**src/rtl/plab5_mcore_dma_arb_pkg.sv**
```systemverilog
// plab5_mcore_dma_arb_pkg: shared state encodings and security-domain constants for the DMA request arbiter.
package plab5_mcore_dma_arb_pkg;
   typedef enum logic [2:0] {
      ST_IDLE  = 3'd0,
      ST_SCRUB = 3'd1,
      ST_ISSUE = 3'd2,
      ST_BUSY  = 3'd3,
      ST_RESP  = 3'd4
   } state_t;
   localparam logic DOM_L = 1'b0;
   localparam logic DOM_H = 1'b1;
endpackage

```
**src/rtl/plab5_mcore_rr_picker.sv**
```systemverilog
// plab5_mcore_rr_picker: combinational round-robin picker, first valid at or above rr_ptr with wrap.
module plab5_mcore_rr_picker
   import plab5_mcore_dma_arb_pkg::*;
#(
   parameter int p_num_reqs = 4,
   localparam int c_ptr_nbits = (p_num_reqs > 1) ? $clog2(p_num_reqs) : 1
) (
   input  logic [p_num_reqs-1:0]  req_val,
   input  logic [c_ptr_nbits-1:0] rr_ptr,
   output logic [p_num_reqs-1:0]  grant,
   output logic [c_ptr_nbits-1:0] grant_idx,
   output logic                   any_val
);
   // Scan from the farthest offset down so the nearest requester wins.
   always_comb begin
      grant_idx = '0;
      for (int k = p_num_reqs - 1; k >= 0; k--)
         if (req_val[(int'(rr_ptr) + k) % p_num_reqs])
            grant_idx = c_ptr_nbits'((int'(rr_ptr) + k) % p_num_reqs);
   end
   assign any_val = |req_val;
   assign grant   = any_val ? (p_num_reqs'(1) << grant_idx) : '0;
endmodule

```
**src/rtl/plab5_mcore_dma_req_arbiter.sv**
```systemverilog
// plab5_mcore_dma_req_arbiter: round-robin sharing of one DMA controller with domain-change scrub bubbles.
// Optional watchdog abort enabled by defining PLAB5_MCORE_DMA_ARB_TIMEOUT_EN.
module plab5_mcore_dma_req_arbiter
   import plab5_mcore_dma_arb_pkg::*;
#(
   parameter int p_num_reqs       = 4,
   parameter int p_addr_nbits     = 32,
   parameter int p_timeout_cycles = 256
) (
   input  logic                              clk,
   input  logic                              reset,
   input  logic [p_num_reqs-1:0]             req_val,
   output logic [p_num_reqs-1:0]             req_rdy,
   input  logic [p_num_reqs-1:0]             req_domain,
   input  logic [p_num_reqs*p_addr_nbits-1:0] req_src_addr,
   input  logic [p_num_reqs*p_addr_nbits-1:0] req_dest_addr,
   output logic [p_num_reqs-1:0]             req_ack,
   output logic                              req_err,
   output logic                              dma_val,
   input  logic                              dma_rdy,
   output logic                              dma_domain,
   output logic [p_addr_nbits-1:0]           dma_src_addr,
   output logic [p_addr_nbits-1:0]           dma_dest_addr,
   input  logic                              dma_ack
);
   localparam int c_ptr_nbits = (p_num_reqs > 1) ? $clog2(p_num_reqs) : 1;
   state_t                   state;
   logic [c_ptr_nbits-1:0]   rr_ptr, grant_idx, pick_idx;
   logic [p_num_reqs-1:0]    pick_grant;
   logic                     any_val, last_domain, lat_domain, timed_out, timeout_hit;
   logic [p_addr_nbits-1:0]  lat_src, lat_dest;
   plab5_mcore_rr_picker #(.p_num_reqs(p_num_reqs)) picker (
      .req_val   (req_val),
      .rr_ptr    (rr_ptr),
      .grant     (pick_grant),
      .grant_idx (pick_idx),
      .any_val   (any_val)
   );
`ifdef PLAB5_MCORE_DMA_ARB_TIMEOUT_EN
   localparam int c_cnt_nbits = $clog2(p_timeout_cycles + 1);
   logic [c_cnt_nbits-1:0] tcnt;
   // Held at zero outside ISSUE/BUSY, so it reads 0 on the first ISSUE cycle.
   always_ff @(posedge clk)
      if (reset || !(state == ST_ISSUE || state == ST_BUSY)) tcnt <= '0;
      else if (!timeout_hit) tcnt <= tcnt + 1'b1;
   assign timeout_hit = (tcnt == c_cnt_nbits'(p_timeout_cycles));
`else
   assign timeout_hit = 1'b0;
`endif
   always_ff @(posedge clk) begin
      if (reset) begin
         state       <= ST_IDLE;
         rr_ptr      <= '0;
         last_domain <= DOM_L;
         grant_idx   <= '0;
         lat_src     <= '0;
         lat_dest    <= '0;
         lat_domain  <= DOM_L;
         timed_out   <= 1'b0;
      end else begin
         case (state)
            ST_IDLE: if (any_val) begin
               grant_idx  <= pick_idx;
               lat_src    <= req_src_addr[pick_idx*p_addr_nbits +: p_addr_nbits];
               lat_dest   <= req_dest_addr[pick_idx*p_addr_nbits +: p_addr_nbits];
               lat_domain <= req_domain[pick_idx];
               timed_out  <= 1'b0;
               state      <= (req_domain[pick_idx] != last_domain) ? ST_SCRUB : ST_ISSUE;
            end
            ST_SCRUB: begin
               last_domain <= lat_domain;
               state       <= ST_ISSUE;
            end
            ST_ISSUE: if (timeout_hit) begin
               timed_out <= 1'b1;
               state     <= ST_RESP;
            end else if (dma_rdy) state <= ST_BUSY;
            ST_BUSY: if (timeout_hit) begin
               timed_out <= 1'b1;
               state     <= ST_RESP;
            end else if (dma_ack) state <= ST_RESP;
            ST_RESP: begin
               rr_ptr <= (grant_idx == c_ptr_nbits'(p_num_reqs - 1)) ? '0 : grant_idx + 1'b1;
               state  <= ST_IDLE;
            end
            default: state <= ST_IDLE;
         endcase
      end
   end
   // Latched fields are only exposed once the scrub bubble has passed.
   logic held;
   assign held          = (state == ST_ISSUE) || (state == ST_BUSY) || (state == ST_RESP);
   assign req_rdy       = (state == ST_IDLE) ? pick_grant : '0;
   assign req_ack       = (state == ST_RESP) ? (p_num_reqs'(1) << grant_idx) : '0;
   assign req_err       = (state == ST_RESP) && timed_out;
   assign dma_val       = (state == ST_ISSUE);
   assign dma_domain    = held && lat_domain;
   assign dma_src_addr  = held ? lat_src : '0;
   assign dma_dest_addr = held ? lat_dest : '0;
endmodule
```
**config.mk**
```make
export PLATFORM = sky130hd
export DESIGN_NAME = plab5_mcore_dma_req_arbiter
export DESIGN_NICKNAME = d
export VERILOG_FILES = /design/src/rtl/plab5_mcore_dma_arb_pkg.sv /design/src/rtl/plab5_mcore_rr_picker.sv /design/src/rtl/plab5_mcore_dma_req_arbiter.sv
export SDC_FILE = /design/constraint.sdc
export NUM_CORES = 1
export LEC_CHECK = 0
export CAP_MARGIN = 10
export CORE_AREA = 2 2 132 134
export DETAILED_ROUTE_END_ITERATION = 16
export DIE_AREA = 0 0 134 136
export PLACE_DENSITY = 0.72
export SLEW_MARGIN = 40
export SYNTH_ARGS = -nofsm -noshare
export SYNTH_HDL_FRONTEND = slang
export SYNTH_SLANG_ARGS = --single-unit
```
**constraint.sdc**
```tcl
create_clock -name clk -period 5.4 [get_ports clk]
set_input_delay 1.08 -clock clk [delete_from_list [all_inputs] [get_ports clk]]
set_output_delay 1.08 -clock clk [all_outputs]
set_load 0.01 [all_outputs]
```
==> qor.csv <==
metric;value;unit
status;completed;
Psw;0.706;mW
CTS tree;done;
total core area;16900;um^2
Final #Nets;1174;
Setup WS pre-CTS;0.824;ns
Setup crit end kind;output port;
sw frac;0.305;
Peak VDD IR;0.138;mV
cell area after synthesis;5100;um^2
CTS Hold Bufs;0;
r2r setup slk;2.56;ns
CP Max Fanout;35;
GRT Resource Usage Total;0.197;
Worst-Skew Late Latency;0.33;ns
Tightest Pin Transition;0.764;ns
gpl congestion;0.818;
Pwr Density;259;nW/um^2
I/O pin total;343;
Max-Slew Margin vs Limit;0.491;
pins over their slew limit;0;
chip width;134;um
Ys Warns;0;
Post-synth EDFFs;0;
setup repair bufs after CTS;0;
number of global-route vias before repair;5392;
post-synthesis sequential area ratio;0.287;
internal cell power;1.61;mW
Lkg Pwr;3.37;nW
port bufs;341;
Synth-to-Final Area Change;75.0;%
synth unique cells;40;
DR WL/cell;16.2;um
total grt overflow;0;
Setup crit start kind;primary input;
GRT met1 Usage;0.233;
ANT nets after route;0;
first-pass GRT wire length;28500;um
Hold Path Depth;1;
CTS sink cnt;73;
largest net degree at the start of global routing;98;
R2R Path End;lat_dest[4]$_SDFFE_PP0P_;
drt first pass iters;4;
storage element area;1460;um^2
Seq cells post-synth;73;
Clock Skews;0.0111;ns
final core occ;0.529;
HP Class;reg2reg;
CTS resizes;0;
Reg power frac;0.308;
max_cap viols;0;
drt initial violations;206;
RSZ-0062 raised after global routing;false;
Die Y;136;um
# setup viols final;0;
Clk pwr share;0.287;
asr flop ratio synth;0;
drt drc;0;
routed wire length;18300;um
DR vias;5504;
Starting Density;0.302;
dpl hpwl;13700;um
Site Rows;48;
via/cell ratio;4.86;
initial antenna violation count;0;
reg2reg start;rr_ptr[0]$_SDFFE_PP0P_;
Arr. time, crit path;3.50;ns
ANT cells;0;
htree depth;3;
top_reg_cell synth;dfxtp_1;
Final Hold Viols;0;
multi-input logic area;3330;um^2
Fin Setup TNS;0;ns
syn_area_per_cell;8.59;um^2
Synth Instances;594;
filler instances;1562;
clk buf depth;2;
Synth Net Count;866;
layout cell share with drive strength beyond 1;0.0375;
R2R cell count;7;
clock root cell;clkbuf_16;
GRT busiest layer;met2;
Max Clock Freq;218;MHz
Worst-path clk slew;0.05;ns
crit share post-route;0.848;
final worst slack;0.823;ns
Num CTS Buffers;9;
Worst Path Required;4.32;ns
met3 Resource Use GR;0.0604;
worst hold path endpoint;lat_dest[6]$_SDFFE_PP0P_;
hold path start;lat_dest[6]$_SDFFE_PP0P_;
Die ar.;18200;um^2
post-route minimum period;4.58;ns
crit path kind;in2out;
met2 Use GR;0.344;
Logic pwr share;0.405;
==> sequential cells by signal, summed over array words and instances (netlist names) <==
name / cells
last_domain: 1
grant_idx: 2
lat_dest: 32
state: 3
lat_domain: 1
rr_ptr: 2
lat_src: 32
==> stage by stage <==
stage / area [um^2] / total power, mW / hold slack [ns] / instances
6_report: 8920 / 2.31 / 0.454 / 1132
5_1_grt: 8920 / 2.46 / 0.468 / 1132
4_1_cts: 8920 / 2.35 / 0.459 / 1132
3_5_place_dp: 8590 / 1.67 / 0.446 / 1116
3_3_place_gp: 8570 / 1.65 / 0.439 / 1115
2_1_floorplan: 5100 / 1.21 / 0.434 / 594
==> cells in the final DEF, fill, tap and decap left out, types with 2 or more instances in the layout <==
cell type,netlist,final
a21oi_1,7,7
a32o_1,64,64
and2_2,0,2
and3_1,4,4
buf_4,5,6
bufinv_16,0,2
clkbuf_16,0,9
clkbuf_8,0,2
clkdlybuf4s50_1,0,341
clkinv_2,0,2
dfxtp_1,73,73
ha_1,4,4
inv_1,3,3
mux2i_1,129,129
nand2_1,144,143
nand3_1,5,5
nor2_1,12,11
nor2b_1,69,69
nor3_1,4,4
nor4_1,2,2
==> worst max path at each step <==
stage                           from    endpoint  slack, ns  cells past startpoint
final                     req_val[3]  req_rdy[3]       0.82                      7
after global routing      req_val[3]  req_rdy[1]       0.70                      7
after CTS                 req_val[3]  req_rdy[3]       0.82                      7
after detailed placement  req_val[3]  req_rdy[3]       0.82                      7
after global placement    req_val[3]  req_rdy[3]       0.87                      7
after floorplan           req_val[2]  req_rdy[1]       1.84                      7
==> metal layers <==
metal / vias up / share of wire / routed length, um
met3: 17 / 0.083 / 1530
met4: 0 / 0.014 / 255
met2: 208 / 0.50 / 9150
met1: 2541 / 0.40 / 7400
met5: - / 0 / 0
li1: 2738 / - / -
==> critical path: stages <==
cell and delay (ns):
clkdlybuf4s50_1 0.55, nor2_1 0.13, or4b_4 0.59, nand2_8 0.30, nand2_1 0.17, nor2_1 0.12, clkdlybuf4s50_1 0.55
==> kinds of logic (layout without fill, tap and decap cells) <==
kind of cell / after synthesis / after routing / synth area share
AND/OR/NAND/NOR: 252 / 252 / 0.235
multiplexers: 129 / 129 / 0.253
AO/OA/AOI/OAI: 79 / 79 / 0.147
flip-flops: 73 / 73 / 0.287
buffers and inverters: 55 / 368 / 0.0662
adder cells (fa/ha/maj): 4 / 4 / 0.00981
other: 1 / 1 / 0.000735
XOR/XNOR: 1 / 1 / 0.00172
==> power by group through the flow <==
stage                     clock network (mW)  registers (mW)  logic [mW]
after global routing                   0.715           0.728        1.02
after detailed placement                   0           0.725       0.947
after CTS                              0.684           0.713       0.950
after floorplan                            0           0.705       0.505
after global placement                     0           0.721       0.932
final                                  0.665           0.713       0.937
==> Yosys cell counts, types with 4 or more instances <==
library cell / count / area (um^2)
nand2_1: 144 / 541
ha_1: 4 / 50.1
nor3_1: 4 / 20.0
and3_1: 4 / 25.0
mux2i_1: 129 / 1290
a32o_1: 64 / 641
clkbuf_1: 29 / 109
buf_1: 5 / 18.8
nor2b_1: 69 / 432
nand3_1: 5 / 25.0
dfxtp_1: 73 / 1460
buf_8: 9 / 135
buf_4: 5 / 37.5
a21oi_1: 7 / 35.0
nor2_1: 12 / 45.0
==> cell type report <==
cell class                 count  area share
timing repair buffer         349       0.393
multi-input combinational    466       0.374
sequential                    73       0.164
tap                          225      0.0315
clock buffer                  11      0.0283
clock inverter                 5     0.00869
inverter                       3     0.00126
No activity file was read; power rests on OpenSTA's default activity.
